==> src/rtl/hazard_ctrl.sv <==
// Pipeline hazard controller: operand forwarding, load-use and branch handling,
// multi-cycle multiply/divide stall sequencing and a saturating stall counter.
module hazard_ctrl #(
  parameter int REG_AW = 5,
  parameter int MD_LAT = 4,
  parameter int CNT_W  = 16
) (
  input  logic              i_clk,
  input  logic              i_rst_n,
  input  logic [REG_AW-1:0] i_rsD,
  input  logic [REG_AW-1:0] i_rtD,
  input  logic [REG_AW-1:0] i_rsE,
  input  logic [REG_AW-1:0] i_rtE,
  input  logic [REG_AW-1:0] i_writeRegE,
  input  logic [REG_AW-1:0] i_writeRegM,
  input  logic [REG_AW-1:0] i_writeRegW,
  input  logic              i_regWriteE,
  input  logic              i_regWriteM,
  input  logic              i_regWriteW,
  input  logic              i_memToRegE,
  input  logic              i_mdStartE,
  input  logic              i_branchTakenE,
  input  logic              i_clrStats,
  output logic [1:0]        o_forwardA,
  output logic [1:0]        o_forwardB,
  output logic              o_stallF,
  output logic              o_stallD,
  output logic              o_stallE,
  output logic              o_flushD,
  output logic              o_flushE,
  output logic              o_mdBusy,
  output logic              o_mdDone,
  output logic [CNT_W-1:0]  o_stallCycles
);

  typedef enum logic [1:0] {
    IDLE    = 2'd0,
    MD_BUSY = 2'd1,
    MD_DONE = 2'd2
  } state_t;

  localparam logic [3:0] MD_LOAD = 4'(MD_LAT - 1);

  state_t           r_state;
  state_t           w_nextState;
  logic [3:0]       r_mdCnt;
  logic [3:0]       w_nextCnt;
  logic [CNT_W-1:0] r_stallCycles;
  logic             w_loadUse;

  // M-stage result is newer than W-stage, so it wins when both match.
  function automatic logic [1:0] fwdSel(input logic [REG_AW-1:0] src);
    logic [1:0] sel;
    sel = 2'd0;
    if (i_regWriteM && (i_writeRegM != '0) && (src == i_writeRegM))
      sel = 2'd2;
    else if (i_regWriteW && (i_writeRegW != '0) && (src == i_writeRegW))
      sel = 2'd1;
    return sel;
  endfunction

  always_comb begin
    o_forwardA = 2'd0;
    o_forwardB = 2'd0;
    if (i_rst_n) begin
      o_forwardA = fwdSel(i_rsE);
      o_forwardB = fwdSel(i_rtE);
    end
  end

  assign w_loadUse = i_memToRegE && i_regWriteE && (i_writeRegE != '0) &&
                     ((i_writeRegE == i_rsD) || (i_writeRegE == i_rtD));

  always_comb begin
    w_nextState = r_state;
    w_nextCnt   = r_mdCnt;
    o_stallF    = 1'b0;
    o_stallD    = 1'b0;
    o_stallE    = 1'b0;
    o_flushD    = 1'b0;
    o_flushE    = 1'b0;
    o_mdBusy    = 1'b0;
    o_mdDone    = 1'b0;

    case (r_state)
      IDLE: begin
        if (i_mdStartE) begin
          o_stallF    = 1'b1;
          o_stallD    = 1'b1;
          o_stallE    = 1'b1;
          w_nextState = MD_BUSY;
          w_nextCnt   = MD_LOAD;
        end else if (w_loadUse) begin
          o_stallF = 1'b1;
          o_stallD = 1'b1;
          o_flushE = 1'b1;
        end else if (i_branchTakenE) begin
          o_flushD = 1'b1;
        end
      end
      MD_BUSY: begin
        o_stallF  = 1'b1;
        o_stallD  = 1'b1;
        o_stallE  = 1'b1;
        o_mdBusy  = 1'b1;
        w_nextCnt = r_mdCnt - 4'd1;
        if (r_mdCnt == 4'd1) w_nextState = MD_DONE;
      end
      MD_DONE: begin
        // A new mdStartE here is deliberately ignored; the result slot is still draining.
        o_mdDone    = 1'b1;
        w_nextState = IDLE;
        if (w_loadUse) begin
          o_stallF = 1'b1;
          o_stallD = 1'b1;
          o_flushE = 1'b1;
        end else if (i_branchTakenE) begin
          o_flushD = 1'b1;
        end
      end
      default: begin
        w_nextState = IDLE;
        w_nextCnt   = 4'd0;
      end
    endcase

    if (!i_rst_n) begin
      o_stallF = 1'b0;
      o_stallD = 1'b0;
      o_stallE = 1'b0;
      o_flushD = 1'b0;
      o_flushE = 1'b0;
      o_mdBusy = 1'b0;
      o_mdDone = 1'b0;
    end
  end

  always_ff @(posedge i_clk) begin
    if (!i_rst_n) begin
      r_state       <= IDLE;
      r_mdCnt       <= 4'd0;
      r_stallCycles <= '0;
    end else begin
      r_state <= w_nextState;
      r_mdCnt <= w_nextCnt;
      if (i_clrStats)
        r_stallCycles <= '0;
      else if (o_stallF && (r_stallCycles != '1))
        r_stallCycles <= r_stallCycles + 1'b1;
    end
  end

  assign o_stallCycles = r_stallCycles;

endmodule

==> config.mk <==
export PLATFORM = sky130hd
export DESIGN_NAME = hazard_ctrl
export DESIGN_NICKNAME = d
export VERILOG_FILES = /design/src/rtl/hazard_ctrl.sv
export SDC_FILE = /design/constraint.sdc
export NUM_CORES = 1
export LEC_CHECK = 0
export CELL_PAD_IN_SITES_DETAIL_PLACEMENT = 1
export CELL_PAD_IN_SITES_GLOBAL_PLACEMENT = 1
export CORE_MARGIN = 2
export CORE_UTILIZATION = 30
export CTS_BUF_LIST = sky130_fd_sc_hd__clkbuf_8
export CTS_CLUSTER_SIZE = 24
export DETAILED_ROUTE_END_ITERATION = 6
export PLACE_DENSITY = 0.78
export SYNTH_ARGS = -nofsm -noshare
export SYNTH_HDL_FRONTEND = slang
export SYNTH_SLANG_ARGS = --single-unit
==> constraint.sdc <==
create_clock -name i_clk -period 2.7 [get_ports i_clk]
set_input_delay 0.675 -clock i_clk [delete_from_list [all_inputs] [get_ports i_clk]]
set_output_delay 0.675 -clock i_clk [all_outputs]
set_load 0.05 [all_outputs]
# After elaboration in Yosys (flattened, before gate mapping)
# Cells that the tools add are included.
# Widths: inputs -> output; s select.
dict set report classes {
  add_sub_neg 2
  eq_ne 12
  mux 30
  n_bitwise 2
  n_reduce_logical 18
}
# op count
set op_table {}
lappend op_table {{$eq 5x5->1} 6}
lappend op_table {{$mux 1} 17}
lappend op_table {{$add 16x1->16 const B} 1}
lappend op_table {{$ne 16x16->1 const B} 1}
lappend op_table {{$reduce_bool 5->1} 3}
lappend op_table {{$mux 2} 6}
lappend op_table {{$pmux 4 s3} 1}
lappend op_table {{$logic_and 1x1->1} 10}
lappend op_table {{$pmux 1 s2} 3}
lappend op_table {{$eq 4x1->1 const B} 1}
lappend op_table {{$mux 4} 1}
lappend op_table {{$ne 2x2->1 const B} 2}
lappend op_table {{$pmux 2 s2} 1}
lappend op_table {{$reduce_and 2->1} 2}
lappend op_table {{$sub 4x1->4 const B} 1}
lappend op_table {{$pmux 1 s3} 1}
lappend op_table {{$eq 2x1->1 const B} 1}
lappend op_table {{$eq 2x2->1 const B} 1}
lappend op_table {{$logic_not 2->1} 1}
lappend op_table {{$not 1->1} 2}
lappend op_table {{$reduce_or 2->1} 1}
lappend op_table {{$logic_or 1x1->1} 1}
dict set report totals {
  ff_bits 22
  in_bits 44
  out_inout_bits 27
  wordCells 67
}

# Depth between registers and ports, before layout
dict set report logic_depth {
  word_depth 8
  ltp_mapped 8
  ltp_nobuf 6
}

# Least setup slack after synthesis
# Ideal clock, no wire load.
dict set report synth_timing {
  kind {input to output}
  startpoint {input i_writeRegM[1]}
  endpoint {output o_forwardA[0]}
  t_arrival_ns 3.026
  t_required_ns 2.025
  slack_ns -1.001
  path_stages 4
  n_path_buf 0
  path_cell_list {or4_1 -> o21ai_0 -> nor4_1 -> nor4_1}
}
dict set report synth_between {
  elab_chain_cells 5
  elab_cells_between_ends 6
  classes_between {eq/ne: 1; mux: 2; reduce/logical: 3}
}
# element line_no
set synth_lines {}
lappend synth_lines {{from (decl)} 15} ;# input logic [REG_AW-1:0] i_writeRegM,
lappend synth_lines {{$reduce_bool 5->1} 55} ;# if (i_regWriteM && (i_writeRegM != '0) && (src == i_writeRegM))
lappend synth_lines {{$logic_and 1x1->1} 55}
lappend synth_lines {{$logic_and 1x1->1 (*)} 55}
lappend synth_lines {{$mux 2 (*)} 55}
lappend synth_lines {{$mux 2 (*)} 65} ;# if (i_rst_n) begin
lappend synth_lines {{to (decl)} 24} ;# output logic [1:0] o_forwardA,
# Every way passes the cells marked *; elsewhere a longest branch is shown, timed or not.

# Final worst setup path
dict set report layout_timing {
  startpoint {input i_writeRegM[1]}
  endpoint {output o_forwardB[0]}
}
dict set report layout_between {
  elab_chain_cells 5
  elab_cells_between_ends 6
  classes_between {eq/ne: 1; mux: 2; reduce/logical: 3}
}
# element line_no
set layout_lines {}
lappend layout_lines {{$reduce_bool 5->1} 55}
lappend layout_lines {{$logic_and 1x1->1} 55}
lappend layout_lines {{$logic_and 1x1->1 (*)} 55}
lappend layout_lines {{$mux 2 (*)} 55}
lappend layout_lines {{$mux 2 (*)} 65}
lappend layout_lines {{to (decl)} 25} ;# output logic [1:0] o_forwardB,
# Marked as above.

==> results.toml <==
[placement]
place_inst = 343
numPortBuffers = 70
gp_congestion = 0.780
dpl.hpwl_mm = 4.19

[setup_path]
slowest_delay_ns = 0.55
cp_max_fo = 2
cpMostUsedCell = "nor4_4"
crit_type = "in -> out"
cp-start-kind = "input port"
cp.required_ns = 2.03
crit_arrival_ns = 2.12
crit_chain = "buf_8 -> or4_4 -> o21ai_4 -> nor4_4 -> nor4_4 -> buf_12"
cp_slowest_cell = "or4_4"
crit_path_end_kind = "primary output"

[sta]
whs_ns = 0.499
fmax_mhz = 358
setup-violations-final = 2
fin_crit_sh = 1.04
worst_slack_ns = -0.0954
finalClockSkew_ns = 0.00658
relSlewSlack = 0.562
rsz0062_at_grt = "yes"
setup_tns_ns = -0.173
slew_viol_final = 0
final-hold-violation-count = 0
tightest_slew_ns = 0.657
fin_crit_ns = 2.80

[yosys]
postSynthCellCount = 189
yosys.area.top_type = "dfxtp_1"
yosysTopAreaCellShare = 0.283
syn_area_sq_um = 1560
yosysSeqAreaShare = 0.283
syn_nets = 236
ys_warn_count = 0
ys_top_cells_by_area = "dfxtp_1 (28%), xor2_1 (9.6%), xnor2_1 (9.0%)"
synth_cell_types = 39
synth_area_per_cell_sq_um = 8.23
synth_seq_cells = 22

[outcome]
violations = "negative setup slack"
status = "finished, violations left"

[global_routing]
globalRoute.totalOverflow = 0
grt_pass1_wl_mm = 9.02
grt_pass1_vias = 1864
gr-usage-all-layers = 0.190
antenna_found_initial = 0
grt_start_max_net_pins = 21

[die]
die_w_um = 76
ios = 71
core_area_sq_um = 5040
num_rows = 26
start_util = 0.308
die_area_sq_um = 5780
die_h_um = 76

[routing]
viasPerCell = 4.95
post-route-drc-count = 0
wl_mm = 5.31
firstDrtPassIters = 4
vias = 1738
postRouteAntennaNets = 0
drtIter0Drc = 23
wl_per_cell_um = 15.1

[power]
power_frac_comb = 0.312
seq_power_share = 0.364
swShare = 0.281
clockPowerShare = 0.323
p_sw_uw = 266
p_leak_nw = 1.03
total_power_uw = 946
ir_worst_vdd_uv = 188
power.internal_uw = 680
power.density_nw_per_um2 = 344

[layout]
final_cells = 351
nets = 329
diodes = 0
drive_gt1_frac = 0.281
area_delta_synth_final_pct = 76.8

[clock_network]
cts_max_level = 1
cts_buffer_depth = 2
clkTransAtPathRegs_ns = 0.08
cts_root_buf = "clkbuf_8"
cts_buffers = 3
tritoncts = "done"
clkLatencyLatePin_ns = 0.26
cts_sinks = 22

[run]
drv_cap = 0

[min_path]
hp-class = "reg -> reg"
## power groups by stage
stage                     combinational (mW)  sequential, mW  clock, mW
final                                  0.295           0.345      0.306
after global routing                   0.317           0.347      0.327
after CTS                              0.295           0.345      0.316
after detailed placement               0.280           0.353          0
after global placement                 0.272           0.352          0
after floorplan                        0.137           0.350          0
## Yosys cell counts (all sizes together)
cell type and instances:
and2 4, o311a 1, or4 7, clkbuf 3, a21oi 17, mux2i 2
o31ai 2, ha 3, o21ai 16, a31oi 2, nor3 3, and3 4
nand2b 3, o22ai 1, nor2 6, buf 5, nand4 3, nand2 6
nand3 12, nor3b 2, o211ai 3, or3 12, nor4 4, xnor2 16
dfxtp 22, inv 6, a311oi 1, nor2b 4, xor2 17, and4 2
## stage by stage
stage	setup WS (ns)	cell area, sq um	util
after floorplan	-0.283	1600	-
after global placement	-0.530	2580	0.512
after detailed placement	-0.541	2580	0.512
after CTS	-0.0769	2750	0.545
after global routing	-0.132	2750	0.545
final	-0.0954	2750	0.545
## final cells by class
cell class / instances / area (sq um)
Fill cell: 579 / 2290
Multi-Input combinational cell: 153 / 1170
Timing Repair Buffer: 96 / 956
Sequential cell: 22 / 440
Tap cell: 70 / 87.6
Clock buffer: 3 / 41.3
Clock inverter: 1 / 30.0
Inverter: 6 / 22.5
## cells in the final DEF (no fill, tap or decap), drive strengths merged, types with 2 or more instances in the layout
cell	Yosys	final
and3	4	4
o21ai	16	16
xor2	17	17
dlygate4sd2	0	18
clkdlybuf4s15	0	5
or3	12	12
and4	2	2
inv	6	6
nor3b	2	2
clkbuf	3	5
clkdlybuf4s50	0	22
nor2b	4	4
o211ai	3	3
or4	7	7
a31oi	2	2
xnor2	16	16
o31ai	2	2
nand2b	3	3
a21oi	17	17
ha	3	3
mux2i	2	2
nand2	6	6
nor4	4	4
dfxtp	22	22
nor3	3	3
nor2	6	6
buf	5	49
and2	4	4
nand3	12	12
nand4	3	3
## path summary, 6_finish.rpt
kind	startpoint	endpoint	slack (ns)	cells after the start
setup / recovery	i_writeRegM[1]	o_forwardB[0]	-0.1	6
hold / removal	o_stallCycles[11]	o_stallCycles[11]	0.50	2
setup reg to reg	o_stallCycles[0]	o_stallCycles[11]	0.55	7
hold reg to reg	o_stallCycles[11]	o_stallCycles[11]	0.50	2
## logic make-up (layout without fill, tap and decap cells)
logic type / Yosys count / in the layout / synth area share
xor+xnor: 33 / 33 / 0.186
buf+inv: 14 / 106 / 0.0531
fa+ha+maj: 3 / 3 / 0.0241
compound gates: 43 / 43 / 0.164
mux: 2 / 2 / 0.0129
simple gates: 72 / 72 / 0.277
flops: 22 / 22 / 0.283
## routing by layer
layer,vias up,GRT usage,part of all wire
met4,0,0.0436,0.0090
met1,817,0.217,0.41
li1,865,-,-
met3,5,0.0344,0.049
met2,51,0.366,0.53
met5,-,0,0
## critical path, delay by kind of cell
family	cells	cell delay, ns
buffers and inverters	2	0.27
and+or+nand+nor	3	0.96
AOI/OAI and AO/OA	1	0.21
## flip-flops by register name, summed over array words and instances (netlist names)
register	cells
r_state	2
r_mdCnt	4
o_stallCycles	16
## repair_timing
action                     in CTS  in global routing
hold buffers                    0                  0
pin swaps                      32                  9
gates resized for setup       111                  6
setup endpoints to repair       9                  8
buffers inserted                5                  0
(Power assumes the default switching activity.)
